File: src/rtl/cw305_reg_arbiter_pkg.sv
// Shared types for the CW305 register-bus arbiter: FSM encoding, bus owner tags
// and a saturating counter helper.
package cw305_reg_arb_pkg;

  typedef enum logic [1:0] {
    ST_IDLE  = 2'd0,
    ST_ISSUE = 2'd1,
    ST_CAPT  = 2'd2,
    ST_DONE  = 2'd3
  } arb_state_e;

  typedef enum logic {
    OWN_USB = 1'b0,
    OWN_INT = 1'b1
  } owner_e;

  function automatic logic [7:0] sat_inc8(input logic [7:0] v);
    logic [7:0] r;
    if (v == 8'hFF) begin
      r = 8'hFF;
    end else begin
      r = v + 8'd1;
    end
    return r;
  endfunction

endpackage

File: src/rtl/cw305_reg_arbiter_if.sv
// Signal bundle around the arbiter: USB front-end side, internal master side and
// the shared register bus. "master" is the arbiter's view, "slave" is everything around it.
interface cw305_reg_arbiter_if #(
  parameter int AW = 14,
  parameter int BW = 7
);
  logic          u_cen_early;
  logic [AW-1:0] u_address;
  logic [BW-1:0] u_bytecnt;
  logic [7:0]    u_datao;
  logic          u_read;
  logic          u_write;
  logic          u_addrvalid;
  logic [7:0]    u_datai;

  logic          m_req;
  logic          m_we;
  logic [AW-1:0] m_address;
  logic [BW-1:0] m_bytecnt;
  logic [7:0]    m_wdata;
  logic          m_gnt;
  logic          m_done;
  logic          m_err;
  logic [7:0]    m_rdata;
  logic [7:0]    abort_cnt;

  logic [AW-1:0] reg_address;
  logic [BW-1:0] reg_bytecnt;
  logic [7:0]    reg_datao;
  logic          reg_read;
  logic          reg_write;
  logic          reg_addrvalid;
  logic [7:0]    reg_datai;

  modport master (
    input  u_cen_early, u_address, u_bytecnt, u_datao, u_read, u_write, u_addrvalid,
    output u_datai,
    input  m_req, m_we, m_address, m_bytecnt, m_wdata,
    output m_gnt, m_done, m_err, m_rdata, abort_cnt,
    output reg_address, reg_bytecnt, reg_datao, reg_read, reg_write, reg_addrvalid,
    input  reg_datai
  );

  modport slave (
    output u_cen_early, u_address, u_bytecnt, u_datao, u_read, u_write, u_addrvalid,
    input  u_datai,
    output m_req, m_we, m_address, m_bytecnt, m_wdata,
    input  m_gnt, m_done, m_err, m_rdata, abort_cnt,
    input  reg_address, reg_bytecnt, reg_datao, reg_read, reg_write, reg_addrvalid,
    output reg_datai
  );

endinterface

File: src/rtl/cw305_reg_arbiter_bus_idle_detect.sv
// Counts consecutive USB-idle cycles and flags when the idle-guard window is met.
module cw305_bus_idle_detect #(
  parameter int pIDLE_GUARD = 4
) (
  input  logic usb_clk,
  input  logic rst,
  input  logic cen_early_i,
  input  logic usb_busy_i,
  output logic guard_sat_o
);

  localparam int GW = $clog2(pIDLE_GUARD + 1);
  localparam logic [GW-1:0] GUARD_MAX = GW'(pIDLE_GUARD);

  logic [GW-1:0] guard_q;
  logic [GW-1:0] guard_d;

  always_comb begin
    guard_d = guard_q;
    if (cen_early_i && !usb_busy_i) begin
      if (guard_q != GUARD_MAX) begin
        guard_d = guard_q + GW'(1);
      end else begin
        guard_d = guard_q;
      end
    end else begin
      guard_d = '0;
    end
  end

  always_ff @(posedge usb_clk) begin
    if (rst) begin
      guard_q <= '0;
    end else begin
      guard_q <= guard_d;
    end
  end

  assign guard_sat_o = (guard_q == GUARD_MAX);

endmodule

File: src/rtl/cw305_reg_arbiter.sv
// Shares the CW305 register bus between the USB front-end (always wins) and one
// internal master issuing single-byte transactions in USB idle gaps.
module cw305_reg_arbiter
  import cw305_reg_arb_pkg::*;
#(
  parameter int pADDR_WIDTH   = 21,
  parameter int pBYTECNT_SIZE = 7,
  parameter int pIDLE_GUARD   = 4
) (
  input logic                usb_clk,
  input logic                rst,
  cw305_reg_arbiter_if.master bus
);

  localparam int AW = pADDR_WIDTH - pBYTECNT_SIZE;
  localparam int BW = pBYTECNT_SIZE;

  arb_state_e      state_q, state_d;
  logic            we_q, we_d;
  logic [AW-1:0]   addr_q, addr_d;
  logic [BW-1:0]   bcnt_q, bcnt_d;
  logic [7:0]      wdata_q, wdata_d;
  logic            err_q, err_d;
  logic [7:0]      rdata_q, rdata_d;
  logic [7:0]      abort_q, abort_d;

  logic            usb_busy;
  logic            guard_sat;
  owner_e          owner;
  logic            int_issue;

  assign usb_busy = bus.u_read | bus.u_write;

  cw305_bus_idle_detect #(
    .pIDLE_GUARD (pIDLE_GUARD)
  ) u_idle (
    .usb_clk     (usb_clk),
    .rst         (rst),
    .cen_early_i (bus.u_cen_early),
    .usb_busy_i  (usb_busy),
    .guard_sat_o (guard_sat)
  );

  always_comb begin
    state_d = state_q;
    we_d    = we_q;
    addr_d  = addr_q;
    bcnt_d  = bcnt_q;
    wdata_d = wdata_q;
    err_d   = err_q;
    rdata_d = rdata_q;
    abort_d = abort_q;
    case (state_q)
      ST_IDLE: begin
        if (bus.m_req && guard_sat && bus.u_cen_early) begin
          state_d = ST_ISSUE;
          we_d    = bus.m_we;
          addr_d  = bus.m_address;
          bcnt_d  = bus.m_bytecnt;
          wdata_d = bus.m_wdata;
          err_d   = 1'b0;
        end else begin
          state_d = ST_IDLE;
        end
      end
      ST_ISSUE: begin
        if (usb_busy) begin
          state_d = ST_DONE;
          err_d   = 1'b1;
          abort_d = sat_inc8(abort_q);
        end else if (we_q) begin
          state_d = ST_DONE;
        end else begin
          state_d = ST_CAPT;
        end
      end
      ST_CAPT: begin
        // A collision here leaves the previous read data in place.
        if (usb_busy) begin
          state_d = ST_DONE;
          err_d   = 1'b1;
          abort_d = sat_inc8(abort_q);
        end else begin
          state_d = ST_DONE;
          rdata_d = bus.reg_datai;
        end
      end
      ST_DONE: begin
        state_d = ST_IDLE;
      end
      default: begin
        state_d = ST_IDLE;
      end
    endcase
  end

  always_ff @(posedge usb_clk) begin
    if (rst) begin
      state_q <= ST_IDLE;
      we_q    <= 1'b0;
      addr_q  <= '0;
      bcnt_q  <= '0;
      wdata_q <= 8'h00;
      err_q   <= 1'b0;
      rdata_q <= 8'h00;
      abort_q <= 8'h00;
    end else begin
      state_q <= state_d;
      we_q    <= we_d;
      addr_q  <= addr_d;
      bcnt_q  <= bcnt_d;
      wdata_q <= wdata_d;
      err_q   <= err_d;
      rdata_q <= rdata_d;
      abort_q <= abort_d;
    end
  end

  // USB strobes always take the bus; the internal master only drives it in ISSUE/CAPT.
  always_comb begin
    owner = OWN_USB;
    if (!rst && !usb_busy && (state_q == ST_ISSUE || state_q == ST_CAPT)) begin
      owner = OWN_INT;
    end else begin
      owner = OWN_USB;
    end
  end

  assign int_issue = (owner == OWN_INT) && (state_q == ST_ISSUE);

  always_comb begin
    bus.reg_address   = bus.u_address;
    bus.reg_bytecnt   = bus.u_bytecnt;
    bus.reg_datao     = bus.u_datao;
    bus.reg_read      = bus.u_read;
    bus.reg_write     = bus.u_write;
    bus.reg_addrvalid = bus.u_addrvalid;
    if (owner == OWN_INT) begin
      bus.reg_address   = addr_q;
      bus.reg_bytecnt   = bcnt_q;
      bus.reg_datao     = wdata_q;
      bus.reg_read      = int_issue && !we_q;
      bus.reg_write     = int_issue && we_q;
      bus.reg_addrvalid = 1'b1;
    end else begin
      bus.reg_address   = bus.u_address;
    end
  end

  assign bus.u_datai   = bus.reg_datai;
  assign bus.m_gnt     = !rst && (state_q == ST_ISSUE);
  assign bus.m_done    = !rst && (state_q == ST_DONE);
  assign bus.m_err     = !rst && (state_q == ST_DONE) && err_q;
  assign bus.m_rdata   = rdata_q;
  assign bus.abort_cnt = abort_q;

endmodule

File: src/flat_wrapper.sv
// flat-port wrapper written by rule: the top's interface ports become plain ports
module cw305_reg_arbiter_flat import cw305_reg_arb_pkg::*;
#(
  parameter int pADDR_WIDTH   = 21,
  parameter int pBYTECNT_SIZE = 7,
  parameter int pIDLE_GUARD   = 4
)
  (usb_clk, rst, bus_u_cen_early, bus_u_address, bus_u_bytecnt, bus_u_datao, bus_u_read, bus_u_write, bus_u_addrvalid, bus_u_datai, bus_m_req, bus_m_we, bus_m_address, bus_m_bytecnt, bus_m_wdata, bus_m_gnt, bus_m_done, bus_m_err, bus_m_rdata, bus_abort_cnt, bus_reg_address, bus_reg_bytecnt, bus_reg_datao, bus_reg_read, bus_reg_write, bus_reg_addrvalid, bus_reg_datai);
  cw305_reg_arbiter_if #(.AW((14)), .BW((7))) bus_i ();
  input logic usb_clk;
  input logic rst;
  input wire logic [$bits(bus_i.u_cen_early)-1:0] bus_u_cen_early;
  input wire logic [$bits(bus_i.u_address)-1:0] bus_u_address;
  input wire logic [$bits(bus_i.u_bytecnt)-1:0] bus_u_bytecnt;
  input wire logic [$bits(bus_i.u_datao)-1:0] bus_u_datao;
  input wire logic [$bits(bus_i.u_read)-1:0] bus_u_read;
  input wire logic [$bits(bus_i.u_write)-1:0] bus_u_write;
  input wire logic [$bits(bus_i.u_addrvalid)-1:0] bus_u_addrvalid;
  output wire logic [$bits(bus_i.u_datai)-1:0] bus_u_datai;
  input wire logic [$bits(bus_i.m_req)-1:0] bus_m_req;
  input wire logic [$bits(bus_i.m_we)-1:0] bus_m_we;
  input wire logic [$bits(bus_i.m_address)-1:0] bus_m_address;
  input wire logic [$bits(bus_i.m_bytecnt)-1:0] bus_m_bytecnt;
  input wire logic [$bits(bus_i.m_wdata)-1:0] bus_m_wdata;
  output wire logic [$bits(bus_i.m_gnt)-1:0] bus_m_gnt;
  output wire logic [$bits(bus_i.m_done)-1:0] bus_m_done;
  output wire logic [$bits(bus_i.m_err)-1:0] bus_m_err;
  output wire logic [$bits(bus_i.m_rdata)-1:0] bus_m_rdata;
  output wire logic [$bits(bus_i.abort_cnt)-1:0] bus_abort_cnt;
  output wire logic [$bits(bus_i.reg_address)-1:0] bus_reg_address;
  output wire logic [$bits(bus_i.reg_bytecnt)-1:0] bus_reg_bytecnt;
  output wire logic [$bits(bus_i.reg_datao)-1:0] bus_reg_datao;
  output wire logic [$bits(bus_i.reg_read)-1:0] bus_reg_read;
  output wire logic [$bits(bus_i.reg_write)-1:0] bus_reg_write;
  output wire logic [$bits(bus_i.reg_addrvalid)-1:0] bus_reg_addrvalid;
  input wire logic [$bits(bus_i.reg_datai)-1:0] bus_reg_datai;
  assign bus_i.u_cen_early = bus_u_cen_early;
  assign bus_i.u_address = bus_u_address;
  assign bus_i.u_bytecnt = bus_u_bytecnt;
  assign bus_i.u_datao = bus_u_datao;
  assign bus_i.u_read = bus_u_read;
  assign bus_i.u_write = bus_u_write;
  assign bus_i.u_addrvalid = bus_u_addrvalid;
  assign bus_u_datai = bus_i.u_datai;
  assign bus_i.m_req = bus_m_req;
  assign bus_i.m_we = bus_m_we;
  assign bus_i.m_address = bus_m_address;
  assign bus_i.m_bytecnt = bus_m_bytecnt;
  assign bus_i.m_wdata = bus_m_wdata;
  assign bus_m_gnt = bus_i.m_gnt;
  assign bus_m_done = bus_i.m_done;
  assign bus_m_err = bus_i.m_err;
  assign bus_m_rdata = bus_i.m_rdata;
  assign bus_abort_cnt = bus_i.abort_cnt;
  assign bus_reg_address = bus_i.reg_address;
  assign bus_reg_bytecnt = bus_i.reg_bytecnt;
  assign bus_reg_datao = bus_i.reg_datao;
  assign bus_reg_read = bus_i.reg_read;
  assign bus_reg_write = bus_i.reg_write;
  assign bus_reg_addrvalid = bus_i.reg_addrvalid;
  assign bus_i.reg_datai = bus_reg_datai;
  cw305_reg_arbiter #(.pADDR_WIDTH(pADDR_WIDTH), .pBYTECNT_SIZE(pBYTECNT_SIZE), .pIDLE_GUARD(pIDLE_GUARD)) u_core (.usb_clk(usb_clk), .rst(rst), .bus(bus_i));
endmodule
File: config.mk
export PLATFORM = sky130hd
export DESIGN_NAME = cw305_reg_arbiter_flat
export DESIGN_NICKNAME = d
export VERILOG_FILES = /design/src/rtl/cw305_reg_arbiter_pkg.sv /design/src/rtl/cw305_reg_arbiter_if.sv /design/src/rtl/cw305_reg_arbiter_bus_idle_detect.sv /design/src/rtl/cw305_reg_arbiter.sv /design/src/flat_wrapper.sv
export SDC_FILE = /design/constraint.sdc
export NUM_CORES = 1
export LEC_CHECK = 0
export ABC_AREA = 1
export ABC_CLOCK_PERIOD_IN_PS = 1770
export CELL_PAD_IN_SITES_DETAIL_PLACEMENT = 1
export CELL_PAD_IN_SITES_GLOBAL_PLACEMENT = 1
export CORE_ASPECT_RATIO = 0.8
export CORE_MARGIN = 2
export CORE_UTILIZATION = 24
export DETAILED_ROUTE_END_ITERATION = 16
export PLACE_DENSITY_LB_ADDON = 0.1
export SETUP_SLACK_MARGIN = 0.15
export SYNTH_ARGS = -nofsm -noshare
export SYNTH_HDL_FRONTEND = slang
export SYNTH_HIERARCHICAL = 1
export SYNTH_SLANG_ARGS = --single-unit
File: constraint.sdc
create_clock -name usb_clk -period 1.77 [get_ports usb_clk]
set_input_delay 0.4425 -clock usb_clk [delete_from_list [all_inputs] [get_ports usb_clk]]
set_output_delay 0.4425 -clock usb_clk [all_outputs]
set_load 0.01 [all_outputs]
==> results_dict.tcl <==
set metrics [dict create \
    overflow 0 \
    rows 34 \
    reg2reg_to "u_core/bcnt_q[5]$_SDFFE_PP0P_" \
    met3_length_um 711 \
    fin_ws_ps -467 \
    final-max-slew-violation-count 0 \
    finalWirelength_mm 9.71 \
    cts_buffers 5 \
    root_buffer "clkbuf_16" \
    wl_per_cell_um 13.8 \
    min_to "u_core/err_q$_SDFFE_PP0P_" \
    io_pins 133 \
    min-delay-start "u_core/err_q$_SDFFE_PP0P_" \
    grt_start_max_net_pins 32 \
    clkTransAtPathRegs_ps 70 \
    fin_nets 639 \
    die_w_um 122 \
    cp-start-kind "flip-flop" \
    post-route-min-period_ps 2240 \
    status "complete, but fails checks" \
    avgSynthCellArea_um2 6.61 \
    dp_hpwl_mm 6.98 \
    htreeDepth 2 \
    fp.dieH_um 98.3 \
    final_layout_size_suffix_gt1_share_pct 32.3 \
    fin_area_mm2 0.00492 \
    r2r_slack_ps 250 \
    syn_area_mm2 0.00267 \
    seq_area_frac_synth_pct 39.0 \
    start_util_pct 24.6 \
    grt_pass1_vias 3086 \
    p_switching_uw 780 \
    grt_pass1_wl_mm 14.9 \
    yosys.area.top_type "dfxtp_1" \
    portBuffers 132 \
    cellPowerDensity_mw_per_mm2 598 \
    finalHoldViolations 0 \
    p_seq_share_pct 41.1 \
    period_share_pct 126 \
    hp-class "flip-flop to flip-flop" \
    ys_ff_latch 52 \
    route.detailed.drc 0 \
    reg2reg_depth 9 \
    crit_required_ps 1330 \
    wl_met2_mm 4.52 \
    switching_share_pct 26.5 \
    diodes 0 \
    dp_slack_ps -786 \
    worstSetupPathType "flip-flop to output pin" \
    top_layer "met4" \
    synth.net_count 486 \
    ys_warn_count 6 \
    antenna_found_initial 0 \
    drtIter0Drc 79 \
    synthCells 404 \
    rsz0062_at_grt "true" \
    worstSetupEndpointType "output pin" \
    synth_top_area_share_pct 39.0 \
    cts.sinks 52 \
    hold_slack_ps 477 \
    synthTopCellsByArea "dfxtp_1, nand2_1, nor2_1, o21ai_0, inv_1" \
    cts.path.max_buffers 2 \
    pwr-share-comb_pct 26.5 \
    vias_per_cell 4.36 \
    violations "negative setup slack" \
    cp.arrival_ps 1790 \
    max_freq_mhz 447 \
    fillerInstances 1334 \
    critPathMaxFanout 6 \
    fp.dieArea_mm2 0.0120 \
    skew_ps 4.61 \
    drv_cap 0 \
    place.gp.congestion 0.753 \
    vias 3058 \
    area_growth_pct 84.4 \
    ys_types 26 \
    setup_violations 32 \
    drt_first_pass_iters 4 \
    cellLeakagePower_nw 2.36 \
    wl_met1_mm 4.39 \
    r2r_start "u_core/u_idle/guard_q[0]$_SDFFE_PP0P_" \
    slew_headroom_pct 79.7 \
    route.antenna.remaining_nets 0 \
    vdd_drop_max_uv 264 \
    core_area_mm2 0.0108 \
    place_area_mm2 0.00438 \
    tightest_slew_ps 304 \
    clk_latency_ps 290 \
    p_int_mw 2.16 \
    cts_tree "done" \
    hold_depth 2 \
    grt_usage_pct 15.5 \
    clkPwrFrac_pct 32.4 \
]
==> synth_stat cells <==
cell      instances
buf_2             6
nor2_1           82
nand3b_1          1
nand3_2           2
dfxtp_1          52
nor2_2            4
o21ai_1           5
nand3_1          14
or2_2             1
inv_1            28
nand2_1         122
a21oi_1           4
inv_2             3
nand4_1           3
o31ai_2           1
nand2_2           3
a31oi_1           2
o21ai_0          36
ha_1              8
clkinv_2          1
a21oi_2           1
clkbuf_1          6
nor2_4            3
buf_4            10
buf_6             4
nor3_1            2
==> repair_timing <==
item | 4_1_cts | 5_1_grt
setup endpoints to repair | 59 | 82
buffers inserted | 1 | 11
gates resized for setup | 205 | 84
hold buffers | 0 | 0
gates cloned | 0 | 5
pin swaps | 3 | 13
==> logic make-up after synthesis <==
kind of cell | after synthesis | share of synthesized area, %
buffers and inverters | 58 | 11.0
AND/OR/NAND/NOR | 237 | 36.6
AO/OA/AOI/OAI | 49 | 9.70
adder cells (fa/ha/maj) | 8 | 3.75
flip-flops | 52 | 39.0
==> layout by cell type, fill, tap and decap left out, drive strengths merged <==
cell / netlist / routed
buf: 20 / 71
nand2: 125 / 125
a31oi: 2 / 2
nor2: 89 / 89
a21oi: 5 / 5
o21ai: 41 / 41
o31ai: 1 / 1
inv: 31 / 30
clkdlybuf4s50: 0 / 70
nand4: 3 / 3
dfxtp: 52 / 52
nor3: 2 / 2
ha: 8 / 8
nand3: 16 / 16
nand3b: 1 / 1
dlygate4sd2: 0 / 17
dlymetal6s2s: 0 / 2
clkinv: 1 / 3
clkbuf: 6 / 18
or2: 1 / 1
==> metal layers <==
| metal | global-route usage (%) | vias to the layer above |
|---|---|---|
| li1 | - | 1554 |
| met4 | 3.98 | 0 |
| met5 | 0 | - |
| met2 | 26.3 | 85 |
| met3 | 4.67 | 7 |
| met1 | 19.3 | 1412 |
==> registers in the layout (all words and copies together), names as in the netlist <==
register,cells
u_core/state_q,2
u_core/wdata_q,8
u_core/err_q,1
u_core/we_q,1
u_core/bus.m_rdata,8
u_core/u_idle/guard_q,3
u_core/addr_q,14
u_core/bcnt_q,7
u_core/bus.abort_cnt,8
==> layout make-up <==
class	instances	area, um2	area share (%)
clock buffer	6	129	2.62
sequential	52	1050	21.2
timing repair buffer	172	1800	36.6
clock inverter	1	5.00	0.102
inverter	32	141	2.87
tap	144	180	3.66
multi-input combinational	294	1620	32.9
==> power groups by stage <==
stage | sequential (mW) | combinational (mW) | clock, mW
2_1_floorplan | 1.24 | 0.294 | 0
3_3_place_gp | 1.24 | 0.700 | 0
3_5_place_dp | 1.24 | 0.713 | 0
4_1_cts | 1.21 | 0.729 | 1.00
5_1_grt | 1.21 | 0.850 | 1.04
6_report | 1.21 | 0.781 | 0.953
==> worst max-delay path by stage <==
stage               slack, ps                end                         start  depth (start not counted)
floorplan                 130      bus_reg_write  u_core/state_q[0]$_SDFF_PP0_                          9
global placement         -770       bus_reg_read                           rst                          6
detailed placement       -790       bus_reg_read                           rst                          6
CTS                      -490   bus_reg_datao[1]  u_core/state_q[1]$_SDFF_PP0_                          9
global route             -540      bus_reg_write  u_core/state_q[0]$_SDFF_PP0_                         10
finish                   -470  bus_reg_addrvalid  u_core/state_q[1]$_SDFF_PP0_                          9
==> metrics by stage <==
step | setup TNS, ps | util, % | power [mW] | instances
2_1_floorplan | 0 | - | 1.53 | 404
3_3_place_gp | -26660 | 40.4 | 1.94 | 677
3_5_place_dp | -27560 | 40.4 | 1.95 | 677
4_1_cts | -11830 | 42.0 | 2.94 | 685
5_1_grt | -15580 | 45.4 | 3.11 | 701
6_report | -12700 | 45.4 | 2.94 | 701
==> worst max-delay path, cell delays in order, from the launching register on <==
cell	delay (ps)
dfxtp_2	350
inv_2	50
ha_4	240
inv_4	60
nor2_4	50
nand2_4	140
clkinv_8	100
clkbuf_16	170
or2_4	220
buf_6	120
Power figures use the tool's default switching activity.
